**config.mk**
```make
export PLATFORM = sky130hd
export DESIGN_NAME = calc_sequencer
export DESIGN_NICKNAME = d
export VERILOG_FILES = /design/src/rtl/calc_sequencer.sv
export SDC_FILE = /design/constraint.sdc
export NUM_CORES = 1
export LEC_CHECK = 0
export BUFFER_PORTS_ARGS = -buffer_cell sky130_fd_sc_hd__buf_2
export CAP_MARGIN = 0
export CORE_MARGIN = 8
export CORE_UTILIZATION = 45
export DETAILED_ROUTE_END_ITERATION = 12
export HOLD_SLACK_MARGIN = 0.1
export PLACE_DENSITY = 0.7
export SETUP_SLACK_MARGIN = 0.05
export SYNTH_ARGS = -nofsm -noshare
export SYNTH_HDL_FRONTEND = slang
export SYNTH_SLANG_ARGS = --single-unit
```
**constraint.sdc**
```tcl
create_clock -name clk -period 1.73 [get_ports clk]
set_clock_uncertainty 0.2 [all_clocks]
set_input_delay 0.346 -clock clk [delete_from_list [all_inputs] [get_ports clk]]
set_output_delay 0.346 -clock clk [all_outputs]
set_load 0.05 [all_outputs]
```
**src/rtl/calc_sequencer.sv**
```systemverilog
// Streams (a, b) operand pairs through a single-shot arithmetic core.
// The core can only restart through reset, so each computation is framed by a release and a re-reset.
module calc_sequencer #(
  parameter int WIDTH    = 32,
  parameter int OP_WIDTH = WIDTH + 4,
  parameter int TIMEOUT  = 64
) (
  input  logic                clk,
  input  logic                rst_n,
  input  logic                in_valid,
  output logic                in_ready,
  input  logic [WIDTH-1:0]    in_a,
  input  logic [WIDTH-1:0]    in_b,
  output logic [WIDTH-1:0]    core_a,
  output logic [WIDTH-1:0]    core_b,
  output logic                core_rst_n,
  input  logic [OP_WIDTH-1:0] core_out,
  input  logic                core_ready,
  output logic                res_valid,
  input  logic                res_ready,
  output logic [OP_WIDTH-1:0] res_data,
  output logic                err,
  output logic [15:0]         done_cnt
);

  typedef enum logic [0:0] {
    IDLE = 1'b0,
    RUN  = 1'b1
  } state_t;

  localparam int WD_W = $clog2(TIMEOUT);
  localparam logic [WD_W-1:0] WD_LAST = WD_W'(TIMEOUT - 1);

  state_t              state_r;
  logic [WIDTH-1:0]    op_a_r;
  logic [WIDTH-1:0]    op_b_r;
  logic                op_full_r;
  logic [WD_W-1:0]     wd_r;
  logic [WIDTH-1:0]    core_a_r;
  logic [WIDTH-1:0]    core_b_r;
  logic                core_rst_n_r;
  logic                res_valid_r;
  logic [OP_WIDTH-1:0] res_data_r;
  logic                err_r;
  logic [15:0]         done_cnt_r;

  logic accept_s;
  logic consume_s;
  logic capture_s;

  assign accept_s  = in_valid && !op_full_r;
  assign consume_s = res_valid_r && res_ready;
  // A finished core may only hand over its result if the result register is free this edge.
  assign capture_s = (state_r == RUN) && core_ready && (!res_valid_r || res_ready);

  assign in_ready   = !op_full_r;
  assign core_a     = core_a_r;
  assign core_b     = core_b_r;
  assign core_rst_n = core_rst_n_r;
  assign res_valid  = res_valid_r;
  assign res_data   = res_data_r;
  assign err        = err_r;
  assign done_cnt   = done_cnt_r;

  // Operand slot, sequencing FSM, watchdog and result register.
  always_ff @(posedge clk or negedge rst_n) begin
    if (!rst_n) begin
      state_r      <= IDLE;
      op_a_r       <= '0;
      op_b_r       <= '0;
      op_full_r    <= 1'b0;
      wd_r         <= '0;
      core_a_r     <= '0;
      core_b_r     <= '0;
      core_rst_n_r <= 1'b0;
      res_valid_r  <= 1'b0;
      res_data_r   <= '0;
      err_r        <= 1'b0;
      done_cnt_r   <= 16'd0;
    end else begin
      if (accept_s) begin
        op_a_r    <= in_a;
        op_b_r    <= in_b;
        op_full_r <= 1'b1;
      end else if (state_r == IDLE) begin
        op_full_r <= 1'b0;
      end

      if (consume_s) begin
        res_valid_r <= 1'b0;
      end

      case (state_r)
        IDLE: begin
          core_rst_n_r <= 1'b0;
          if (op_full_r) begin
            core_a_r     <= op_a_r;
            core_b_r     <= op_b_r;
            core_rst_n_r <= 1'b1;
            wd_r         <= '0;
            state_r      <= RUN;
          end
        end
        RUN: begin
          if (capture_s) begin
            res_data_r   <= core_out;
            res_valid_r  <= 1'b1;
            done_cnt_r   <= done_cnt_r + 16'd1;
            core_rst_n_r <= 1'b0;
            state_r      <= IDLE;
          end else if (core_ready) begin
            // Result is ready but blocked downstream: a stall, not a hang.
            wd_r <= wd_r;
          end else if (wd_r == WD_LAST) begin
            err_r        <= 1'b1;
            core_rst_n_r <= 1'b0;
            state_r      <= IDLE;
          end else begin
            wd_r <= wd_r + {{(WD_W-1){1'b0}}, 1'b1};
          end
        end
        default: begin
          core_rst_n_r <= 1'b0;
          state_r      <= IDLE;
        end
      endcase
    end
  end

endmodule

```
# ---- Yosys cells after proc, flatten, opt, wreduce, memory -nomap -nowiden
# Index checks and enable logic that the tools add are counted.
dict set report totals {
  register_bits 191
  latchBits 0
  ram_bits 0
  rom_bits 0
  input_bits 105
  output_inout_bits 120
  elab_cells 56
  mem_count 0
}
dict set report classes {
  n_addsub 2
  n_mul 0
  div_mod_pow 0
  n_lt_le_gt_ge 0
  eq_ne 8
  n_shift 0
  n_mux 19
  bitwise_logic 3
  reduce_logical 12
}
# cell count
set op_table {}
lappend op_table {{6-bit 2-to-1 mux} 4}
lappend op_table {{16-bit by 1-bit adder with 16-bit output, second input constant} 1}
lappend op_table {{1-bit 2-to-1 mux} 12}
lappend op_table {{6-bit one-hot mux with 2 select lines} 1}
lappend op_table {{2-bit inequality test, second input constant} 4}
lappend op_table {{4-bit AND reduction} 2}
lappend op_table {{6-bit by 1-bit adder with 6-bit output, second input constant} 1}
lappend op_table {{6-bit equality test, second input constant} 1}
lappend op_table {{2-bit AND reduction} 3}
lappend op_table {{1-bit logical AND} 4}
lappend op_table {{1-bit one-hot mux with 2 select lines} 2}
lappend op_table {{3-bit by 1-bit inequality test with 1-bit output, second input constant} 1}
lappend op_table {{3-bit by 2-bit inequality test with 1-bit output, second input constant} 1}
lappend op_table {{1-bit NOT} 3}
lappend op_table {{1-bit zero test} 2}
lappend op_table {{2-bit by 1-bit inequality test with 1-bit output, second input constant} 1}
lappend op_table {{1-bit logical OR} 1}

# ---- Longest topological paths before layout
# Gate-level depths: netlist of run 1.
dict set report logic_depth {
  depth_word 5
  mapped_depth 7
  mapped_depth_nobuf 5
}

# ---- Worst setup path before layout of run 1
# Ideal clock, no wire load.
dict set report synth_timing {
  path_kind {reg-to-reg}
  start {reg res_valid_r (netlist: res_valid)}
  end {reg res_data_r[17] (netlist: res_data[17])}
  setup_time_ns 0.125
  t_arrival_ns 1.586
  required_time_ns 1.405
  path_slack_ns -0.181
  stages_incl_launch_ff 6
  n_path_buf 2
  synth_period_minus_slack_ns 1.911
  cell_sequence {dfrtp_1 > and2b_4 > nor2_2 > buf_6 > buf_6 > mux2_2}
}
dict set report synth_via {
  elab_chain_cells 4
}
# item line
set synth_rtl {}
lappend synth_rtl {{start, declared} 42} ;# logic res_valid_r;
lappend synth_rtl {{start signal, assigned} 76} ;# res_valid_r <= 1'b0;
lappend synth_rtl {{start signal, assigned} 90} ;# res_valid_r <= 1'b0;
lappend synth_rtl {{start signal, assigned} 107} ;# res_valid_r <= 1'b1;
lappend synth_rtl {{1-bit zero test} 54} ;# assign capture_s = (state_r == RUN) && core_ready && (!res_valid_r || res_ready);
lappend synth_rtl {{1-bit logical OR} 54}
lappend synth_rtl {{1-bit logical AND} 54}
lappend synth_rtl {{2-bit AND reduction (no line)} -}
lappend synth_rtl {{end signal, assigned} 106} ;# res_data_r <= core_out;
lappend synth_rtl {{end, declared} 43} ;# logic [OP_WIDTH-1:0] res_data_r;
# Every way passes these cells.
# A chain may end at the register's enable or synchronous reset.

# ---- Worst setup path after layout of run 1
dict set report layout_timing {
  start {reg op_full_r}
  end {out in_ready}
}
dict set report layout_via {
  elab_chain_cells 1
}
# item line
set layout_rtl {}
lappend layout_rtl {{start, declared} 37} ;# logic op_full_r;
lappend layout_rtl {{start signal, assigned} 71} ;# op_full_r <= 1'b0;
lappend layout_rtl {{start signal, assigned} 84} ;# op_full_r <= 1'b1;
lappend layout_rtl {{start signal, assigned} 86} ;# op_full_r <= 1'b0;
lappend layout_rtl {{1-bit zero test} 56} ;# assign in_ready = !op_full_r;
lappend layout_rtl {{end, declared} 11} ;# output logic in_ready,
# Every way passes these cells.

==> flow_metrics.env, run 1 <==
export IMPL_synth_xor_area_share_pct=1.91
export IMPL_synth_seq_cells=191
export IMPL_area_growth_pct=47.7
export IMPL_cts_root_buf="clkbuf_16"
export IMPL_worstMarginPinSlew_ps=408
export IMPL_synth_area_leaders="dfrtp_1 65%, mux2_2 15%, nand2_1 10%, buf_2 1.5%, xnor2_1 1.2%"
export IMPL_cts_buffers=17
export IMPL_whs_path_depth=3
export IMPL_grt_total_usage_pct=19.0
export IMPL_ff2ff_path_depth=5
export IMPL_synth_top_family_by_area="multiplexers"
export IMPL_min_path_type="input port to flip-flop"
export IMPL_synth_fa_ha_area_share_pct=0.340
export IMPL_synthMuxAreaShare_pct=15.6
export IMPL_final_cell_mix="206 x buf_2, 202 x nand2_1, 181 x dfrtp_1"
export IMPL_gp_congestion=0.745
export IMPL_clk_path_buf_depth=2
export IMPL_power_switching_mw=10.2
export IMPL_startpoint_type="flip-flop"
export IMPL_dp_hpwl_microns=12600
export IMPL_ant_nets=0
export IMPL_fin_crit_sh_pct=97.0
export IMPL_worstPathRequired_ps=1180
export IMPL_design_power_total_mw=22.5
export IMPL_drt_iter0_drc=223
export IMPL_grt_max_degree=51
export IMPL_cts_htree_levels=4
export IMPL_drive_gt1_share_pct=43.0
export IMPL_fin_area_sq_mm=0.0109
export IMPL_synth_area_leader_cell="dfrtp_1"
export IMPL_antenna_found_initial=0
export IMPL_multi_input_area_sq_mm=0.00257
export IMPL_p_int_mw=12.3
export IMPL_grt_ovfl_total=0
export IMPL_maxCapViolations=0
export IMPL_avgSynthCellArea_sq_um=12.4
export IMPL_register_area_sq_mm=0.00479
export IMPL_synth_compound_area_share_pct=1.28
export IMPL_max_slew_margin_rel_pct=72.8
export IMPL_nFillCells=1172
export IMPL_outcome="finished clean"
export IMPL_initial_core_util_pct=46.1
export IMPL_pre_cts_slack_ps=19.2
export IMPL_p_comb_share_pct=48.1
export IMPL_path_max_fanout=4
export IMPL_synth_nets=698
export IMPL_remaining_drc_errors=0
export IMPL_io_pins=225
export IMPL_hold_viol=0
export IMPL_final_cell_count_no_fill=1170
export IMPL_grt_pass1_wl_microns=30800
export IMPL_die_w_microns=144
export IMPL_netlist_cell_type_count=38
export IMPL_dp_cells=1025
export IMPL_synth_main_ff_cell="dfrtp_1"
export IMPL_critical_path_slowest_cell="dfrtp_1"
export IMPL_cts_sinks=191
export IMPL_powerDensity_mw_per_mm2=2070
export IMPL_cpPeakStageDelay_ps=390
export IMPL_p_clk_share_pct=17.6
export IMPL_tritoncts="built"
export IMPL_detail_route_vias_per_cell=4.78
export IMPL_max_freq_mhz=596
export IMPL_crit_chain="buf_6, inv_4, buf_8"
export IMPL_rows=46
export IMPL_worstSkewPairLatency_ps=420
export IMPL_vdd_drop_max_mv=0.986
export IMPL_setup_ws_ps=51.6
export IMPL_wire_per_inst_microns=16.6
export IMPL_netlist_area_sq_mm=0.00736
export IMPL_grt_pass1_vias=6065
export IMPL_yosysSeqAreaShare_pct=65.0
export IMPL_ys_async_sr_fraction_pct=100
export IMPL_placed_cell_area_sq_mm=0.00898
export IMPL_rsz0062_at_grt="true"
export IMPL_crit_type="flip-flop to primary output"
export IMPL_vias=5597
export IMPL_synth_edf_count=0
export IMPL_period_minus_slack_ps=1680
export IMPL_drtPass1Iterations=4
export IMPL_setup_violations=0
export IMPL_fp_dieH_microns=144
export IMPL_synth_top_area_share_pct=65.0
export IMPL_seq_power_share_pct=34.3
export IMPL_leakagePower_nw=5.48
export IMPL_cp_data_arrival_time_ps=1130
export IMPL_totalWireLength_microns=19400
export IMPL_synth_simple_area_share_pct=13.7
export IMPL_core_area_sq_mm=0.0159
export IMPL_synthCells=591
export IMPL_p_sw_share_pct=45.4
export IMPL_yosysWarnings=0
export IMPL_slew_viol_final=0
export IMPL_layout_commonest_cell="buf_2"
export IMPL_nNetsFinal=1047
export IMPL_reg2reg_slack_ps=70
export IMPL_setup_worst_path_end_class="primary output"
export IMPL_dieArea_sq_mm=0.0207
export IMPL_clk_pin_slew_ps=70
export IMPL_io_buffers=224
-- registers in the layout, summed over array words and instances, names as in the netlist --
name,flops
wd_r,6
state_r,1
op_b_r,32
core_a,32
err,1
res_data,36
res_valid,1
op_a_r,32
core_rst_n,1
core_b,32
done_cnt,16
op_full_r,1
-- critical path, delay by kind of cell, from the launching register on --
kind     cells  cell delay (ps)
buf+inv      3              320
flops        1              390
-- worst paths after layout --
| check | from | to |
|---|---|---|
| worst min register to register | op_b_r[30]$_DFFE_PN0P_ | core_b[30]$_DFFE_PN0P_ |
| worst min-delay path | core_ready | state_r$_DFF_PN0_ |
| max in group asynchronous | rst_n | core_b[2]$_DFFE_PN0P_ |
| worst max-delay path | op_full_r$_DFFE_PN0P_ | in_ready |
| worst max register to register | op_full_r$_DFFE_PN0P_ | op_a_r[24]$_DFFE_PN0P_ |
| min in group asynchronous | rst_n | core_a[24]$_DFFE_PN0P_ |
-- power groups by stage --
stage | clock, mW | combinational, mW | sequential (mW)
after floorplan | 0 | 3.29 | 11.9
after global placement | 0 | 10.0 | 7.68
after detailed placement | 0 | 10.2 | 7.73
after CTS | 4.09 | 10.5 | 7.68
after global routing | 4.26 | 11.4 | 7.96
final | 3.96 | 10.8 | 7.71
-- layout make-up --
type	instances	area share, %
diodes	1	0.0230
clock buffers	17	3.91
clock inverters	15	1.59
inverters	2	0.0921
multi-input cells	371	23.6
flip-flops and latches	191	44.1
well taps	216	2.49
repair buffers	357	24.2
-- cell families after synthesis --
kind of cell,count (synthesis)
adders and majority gates,2
muxes,102
AOI/OAI and AO/OA,13
and+or+nand+nor,238
xor gates and xnor gates,16
buffers and inverters,29
DFF,191
-- cells in the mapped netlist (2+ instances only) --
| cell | n |
|---|---|
| nand2_1 | 202 |
| a31oi_1 | 2 |
| a21oi_1 | 2 |
| buf_2 | 22 |
| nand2b_1 | 2 |
| xor2_1 | 6 |
| nor4_4 | 2 |
| and3_1 | 5 |
| nor3_1 | 3 |
| ha_1 | 2 |
| nand4_1 | 5 |
| buf_6 | 2 |
| xnor2_1 | 10 |
| inv_1 | 2 |
| buf_4 | 2 |
| mux2_2 | 101 |
| dfrtp_1 | 191 |
| nand3_1 | 8 |
| a21o_1 | 2 |
| nor2_1 | 2 |
-- metrics by stage --
stage	util [%]	setup TNS (ps)	hold slack [ps]
2_1_floorplan	-	-217	-150
5_1_grt	68.2	-5.95	110
3_5_place_dp	56.3	0	127
6_report	68.2	0	116
3_3_place_gp	56.3	0	125
4_1_cts	66.9	0	101
-- timing repair --
| action | CTS | global route |
|---|---|---|
| buffers inserted | 2 | 6 |
| pin swaps | 0 | 1 |
| endpoints found under the hold margin | 292 | 0 |
| cloned | 0 | 1 |
| endpoints found under the setup margin | 14 | 34 |
| gates resized for setup | 20 | 30 |
| hold buffers | 103 | 0 |
-- layer usage --
layer  vias to the layer above  global-route usage, %  routed length (microns)
met2                       158                   32.1                     9880
met4                         0                   8.91                      483
met1                      2746                   22.4                     7910
met5                         -                      0                        0
li1                       2658                      -                        -
met3                        35                   4.78                     1150
(Power assumes the default switching activity.)
==> run 2, diff against run 1 <==
--- a/config.mk
+++ b/config.mk
@@ -5,7 +5,8 @@
 export SDC_FILE = /design/constraint.sdc
 export NUM_CORES = 1
 export LEC_CHECK = 0
-export BUFFER_PORTS_ARGS = -buffer_cell sky130_fd_sc_hd__buf_2
+export ABC_AREA = 0
+export BUFFER_PORTS_ARGS = -buffer_cell sky130_fd_sc_hd__clkbuf_2
 export CAP_MARGIN = 0
 export CORE_MARGIN = 8
 export CORE_UTILIZATION = 45
==> constraint.sdc (replaced) <==
create_clock -name clk -period 1.73 [get_ports clk]
set_clock_uncertainty 0.2 [all_clocks]
set_input_delay 0.346 -clock clk [delete_from_list [all_inputs] [get_ports clk]]
set_output_delay 0.346 -clock clk [all_outputs]
set_load 0.005 [all_outputs]
==> run 2 against run 1 <==
Net effect: power down 24%; sequential power hardly changed; core utilization fell by 2.1 points; register-to-register slack worse by 40 ps; sequential cell count unchanged; wire length decreased by 4.3%; critical path depth increased by 2; maximum frequency shrank 1.3%; die area is the same; count of clock-buffer cells in the layout is 3 higher; largest power group is now registers.
==> flow_metrics.env, run 2 (same netlist as run 1, synthesis figures left out) <==
export IMPL_outcome="finished clean"
export IMPL_initial_core_util_pct=46.1
export IMPL_max_slew_margin_rel_pct=74.7
export IMPL_crit_type="flip-flop to flip-flop"
export IMPL_layout_commonest_cell="clkbuf_2"
export IMPL_fin_crit_sh_pct=98.3
export IMPL_max_freq_mhz=588
export IMPL_largest_reg_flops=36
export IMPL_tns_ps=0
export IMPL_detail_route_vias_per_cell=4.72
export IMPL_ff2ff_path_depth=5
export IMPL_setup_violations=0
export IMPL_grt_total_usage_pct=18.4
export IMPL_drt_iter0_drc=230
export IMPL_seq_power_share_pct=44.9
export IMPL_gp_congestion=0.783
export IMPL_power_switching_mw=5.63
export IMPL_cts_htree_levels=4
export IMPL_tritoncts="built"
export IMPL_hold_viol=0
export IMPL_r2r_end="done_cnt[10]$_DFFE_PN0P_"
export IMPL_reg2reg_from="done_cnt[1]$_DFFE_PN0P_"
export IMPL_p_clk_share_pct=20.4
export IMPL_reg2reg_slack_ps=30
export IMPL_leakagePower_nw=5.32
export IMPL_final_cell_mix="222 x clkbuf_2, 202 x nand2_1, 186 x dfrtp_1"
export IMPL_maxCapViolations=0
export IMPL_cts_root_buf="clkbuf_16"
export IMPL_nNetsFinal=1045
export IMPL_worstSkewPairLatency_ps=420
export IMPL_area_growth_pct=43.3
export IMPL_min_to="state_r$_DFF_PN0_"
export IMPL_ant_nets=0
export IMPL_io_pins=225
export IMPL_startpoint_type="flip-flop"
export IMPL_whs_path_depth=3
export IMPL_clk_pin_slew_ps=70
export IMPL_dp_hpwl_microns=12400
export IMPL_dp_cells=1026
export IMPL_nFillCells=1216
export IMPL_p_sw_share_pct=32.7
export IMPL_clk_path_buf_depth=2
export IMPL_holdCritStartpoint="core_ready"
export IMPL_fp_dieH_microns=144
export IMPL_remaining_drc_errors=0
export IMPL_worstMarginPinSlew_ps=377
export IMPL_dieArea_sq_mm=0.0207
export IMPL_period_minus_slack_ps=1700
export IMPL_vias=5496
export IMPL_drive_gt1_share_pct=42.4
export IMPL_rows=46
export IMPL_cts_buffers=17
export IMPL_diodes=0
export IMPL_min_path_type="input port to flip-flop"
export IMPL_grt_pass1_vias=5847
export IMPL_final_cell_count_no_fill=1165
export IMPL_powerDensity_mw_per_mm2=1630
export IMPL_cts_sinks=191
export IMPL_die_w_microns=144
export IMPL_slew_viol_final=0
export IMPL_worstPathRequired_ps=1860
export IMPL_grt_max_degree=51
export IMPL_rsz0062_at_grt="true"
export IMPL_drtPass1Iterations=4
export IMPL_p_comb_share_pct=34.6
export IMPL_grt_pass1_wl_microns=29600
export IMPL_wire_per_inst_microns=15.9
export IMPL_vdd_drop_max_mv=0.766
export IMPL_p_int_mw=11.6
export IMPL_io_buffers=224
export IMPL_totalWireLength_microns=18600
export IMPL_setup_worst_path_end_class="flip-flop"
export IMPL_final_core_util_pct=66.1
export IMPL_core_area_sq_mm=0.0159
export IMPL_grt_ovfl_total=0
export IMPL_antenna_found_initial=0
export IMPL_cp_data_arrival_time_ps=1840
export IMPL_path_max_fanout=4
==> run 2: changes by cell type in the layout (fill, tap and decap cells not counted), sizes merged <==
cell,change
buf,-221
clkbuf,+222
inv,-6
bufinv,-2
clkinvlp,-2
clkinv,+5
diode,-1
==> run 2: layer usage <==
layer  share of wire (%)  track usage (%)  wire (microns)
met1                  39             20.7            7310
met5                   0                0               0
met3                 4.6             4.05             860
met4                 2.2             6.97             401
met2                  54             33.2           10000
==> run 2: worst max-delay path by stage <==
| stage | cells past startpoint | slack (ps) | startpoint | end |
|---|---|---|---|---|
| 4_1_cts | 5 | 70 | state_r$_DFF_PN0_ | core_a[4]$_DFFE_PN0P_ |
| 2_1_floorplan | 5 | 80 | res_valid$_DFF_PN0_ | res_data[17]$_DFFE_PN0P_ |
| 6_report | 5 | 30 | done_cnt[1]$_DFFE_PN0P_ | done_cnt[10]$_DFFE_PN0P_ |
| 5_1_grt | 5 | -70 | done_cnt[1]$_DFFE_PN0P_ | done_cnt[10]$_DFFE_PN0P_ |
| 3_5_place_dp | 5 | 40 | res_ready | res_data[12]$_DFFE_PN0P_ |
| 3_3_place_gp | 5 | 60 | res_ready | res_data[31]$_DFFE_PN0P_ |
==> run 2: critical path, cell delays in order, from the launching register on <==
cell,delay (ps)
dfrtp_1,390
ha_2,210
nand3_2,100
nor4_4,330
nand4_1,160
xnor2_1,220
==> run 2: layout make-up <==
class | instances | area [sq um] | area share (%)
inverter | 2 | 7.51 | 0.0712
clock buffer | 20 | 457 | 4.33
tap | 216 | 270 | 2.56
timing repair buffer | 355 | 2490 | 23.6
multi-input combinational | 371 | 2460 | 23.4
sequential | 191 | 4790 | 45.4
clock inverter | 10 | 66.3 | 0.629
==> run 2: timing repair <==
action,4_1_cts,5_1_grt
setup buffers,2,4
resized for setup,3,12
pin swaps,0,7
hold endpoints to repair,292,0
hold buffers,103,0
setup endpoints to repair,1,40
==> run 2: power groups by stage <==
| stage | combinational, mW | sequential, mW | clock (mW) |
|---|---|---|---|
| 6_report | 5.95 | 7.73 | 3.51 |
| 5_1_grt | 6.61 | 8.01 | 3.78 |
| 4_1_cts | 5.92 | 7.70 | 3.64 |
| 3_5_place_dp | 5.66 | 7.76 | 0 |
| 3_3_place_gp | 5.45 | 7.72 | 0 |
| 2_1_floorplan | 3.15 | 7.65 | 0 |
==> run 2: metrics by stage <==
step                      cell area (sq um)  hold WS, ps  total power, mW  setup slack (ps)
after detailed placement               8890          104             13.4              36.3
after global routing                  10500          119             18.4             -71.1
after floorplan                        7360         -150             10.8              76.4
after global placement                 8890          104             13.2              57.4
final                                 10500          137             17.2              28.6
after CTS                             10500          125             17.3              70.6
==> run 3, diff against run 2 <==
--- a/config.mk
+++ b/config.mk
@@ -8,11 +8,13 @@
 export ABC_AREA = 0
 export BUFFER_PORTS_ARGS = -buffer_cell sky130_fd_sc_hd__clkbuf_2
 export CAP_MARGIN = 0
+export CORE_ASPECT_RATIO = 1.2
 export CORE_MARGIN = 8
 export CORE_UTILIZATION = 45
 export DETAILED_ROUTE_END_ITERATION = 12
 export HOLD_SLACK_MARGIN = 0.1
 export PLACE_DENSITY = 0.7
+export REMOVE_ABC_BUFFERS = 1
 export SETUP_SLACK_MARGIN = 0.05
 export SYNTH_ARGS = -nofsm -noshare
 export SYNTH_HDL_FRONTEND = slang
==> run 3 against run 2 <==
Net effect: sequential cell count did not move; wire length rose by 13%; global-route usage rose by 0.75 points; count of clock-buffer cells in the layout did not move; setup slack improved by 20 ps; highest routed layer unchanged; non-clock buffer count rose by 9; core utilization rose by 1.2 points; cell count rose by 0.77%; maximum frequency rose by 1.2%; critical path depth did not move; register-to-register slack improved by 20 ps; die area barely moved.
==> flow_metrics.env, run 3 (same netlist as run 1, synthesis figures left out) <==
export IMPL_io_buffers=224
export IMPL_area_growth_pct=47.7
export IMPL_startpoint_type="flip-flop"
export IMPL_vdd_drop_max_mv=0.906
export IMPL_grt_total_usage_pct=19.1
export IMPL_grt_max_degree=48
export IMPL_cts_htree_levels=4
export IMPL_detail_route_vias_per_cell=4.87
export IMPL_totalWireLength_microns=20900
export IMPL_cts_sinks=191
export IMPL_outcome="finished clean"
export IMPL_path_max_fanout=9
export IMPL_period_minus_slack_ps=1680
export IMPL_ant_nets=0
export IMPL_pre_cts_slack_ps=-3.80
export IMPL_gp_congestion=0.734
export IMPL_grt_ovfl_total=0
export IMPL_core_area_sq_mm=0.0161
export IMPL_wire_per_inst_microns=17.8
export IMPL_nNetsFinal=1054
export IMPL_final_cell_count_no_fill=1174
export IMPL_worstPathRequired_ps=1840
export IMPL_min_path_type="input port to flip-flop"
export IMPL_final_cell_mix="221 x clkbuf_2, 202 x nand2_1, 190 x dfrtp_1"
export IMPL_dp_cells=1020
export IMPL_clk_path_buf_depth=2
export IMPL_cp_data_arrival_time_ps=1790
export IMPL_rows=51
export IMPL_drive_gt1_share_pct=42.6
export IMPL_max_slew_margin_rel_pct=75.6
export IMPL_slew_viol_final=0
export IMPL_vias=5718
export IMPL_nFillCells=1151
export IMPL_worstMarginPinSlew_ps=363
export IMPL_cts_root_buf="clkbuf_16"
export IMPL_cts_buffers=17
export IMPL_dp_hpwl_microns=12700
export IMPL_maxCapViolations=0
export IMPL_fp_dieH_microns=156
export IMPL_rsz0062_at_grt="true"
export IMPL_layout_commonest_cell="clkbuf_2"
export IMPL_hold_viol=0
export IMPL_grt_pass1_vias=6137
export IMPL_setup_violations=0
export IMPL_clk_pin_slew_ps=70
export IMPL_crit_type="flip-flop to flip-flop"
export IMPL_setup_ws_ps=49.0
export IMPL_io_pins=225
export IMPL_dieArea_sq_mm=0.0207
export IMPL_drtPass1Iterations=4
export IMPL_largest_reg_flops=36
export IMPL_worstSkewPairLatency_ps=420
export IMPL_leakagePower_nw=5.52
export IMPL_tns_ps=0
export IMPL_antenna_found_initial=2
export IMPL_powerDensity_mw_per_mm2=1670
export IMPL_tritoncts="built"
export IMPL_remaining_drc_errors=0
export IMPL_die_w_microns=133
export IMPL_initial_core_util_pct=45.6
export IMPL_setup_worst_path_end_class="flip-flop"
export IMPL_max_freq_mhz=595
export IMPL_fin_crit_sh_pct=97.2
export IMPL_design_power_total_mw=18.2
export IMPL_drt_iter0_drc=272
export IMPL_grt_pass1_wl_microns=31500
-- run 3: per-stage QoR --
stage	utilization [%]	hold WS [ps]	area, sq um
global route	67.3	144	10900
floorplan	-	-150	7200
CTS	65.1	113	10500
global placement	55.2	38.6	8910
finish	67.3	131	10900
detailed placement	55.2	37.6	8910
-- run 3: final cells by class --
cell class              count  area (sq um)  share of cell area [%]
inverters                   2          10.0                  0.0921
repair buffers            364          2710                    25.0
well taps                 212           265                    2.44
flip-flops and latches    191          4780                    44.0
multi-input cells         371          2550                    23.5
diodes                      2          5.00                  0.0461
clock buffers              20           457                    4.20
clock inverters            12          86.3                   0.795
-- run 3: per-layer routing --
layer | vias to the layer above | GRT usage (%) | share of wire [%]
met5 | - | 0 | 0
met4 | 0 | 8.45 | 2.9
met3 | 45 | 7.44 | 7.9
met2 | 207 | 31.7 | 50
met1 | 2798 | 21.5 | 39
li1 | 2668 | - | -
-- run 3: worst max-delay path: stages (launching register included) --
cell and delay (ps):
dfrtp_1 400, and2b_4 210, nor2_4 100, buf_12 150, buf_8 150, mux2_2 350
-- run 3: path summary, 6_finish.rpt --
| kind | depth (start not counted) | start | endpoint | slack (ps) |
|---|---|---|---|---|
| min | 3 | core_ready | state_r$_DFF_PN0_ | 130 |
| max in group asynchronous | 3 | rst_n | state_r$_DFF_PN0_ | 630 |
| min reg2reg | 2 | op_a_r[8]$_DFFE_PN0P_ | core_a[8]$_DFFE_PN0P_ | 260 |
| max | 5 | res_valid$_DFF_PN0_ | res_data[34]$_DFFE_PN0P_ | 50 |
| max reg2reg | 5 | res_valid$_DFF_PN0_ | res_data[34]$_DFFE_PN0P_ | 50 |
| min in group asynchronous | 2 | rst_n | res_data[28]$_DFFE_PN0P_ | 150 |
-- run 3: report_power, final --
| part | switching [mW] | leakage (nW) | internal, mW |
|---|---|---|---|
| Sequential | 1.25 | 2.32 | 6.54 |
| Combinational | 3.11 | 2.93 | 3.64 |
| Clock | 1.69 | 0.268 | 1.93 |
-- run 3: timing repair --
item,in CTS,in global routing
pin swaps,0,2
gates cloned,0,7
hold endpoints to repair,292,0
setup endpoints to repair,4,107
setup buffers,2,8
gates resized for setup,3,39
hold buffers,103,0
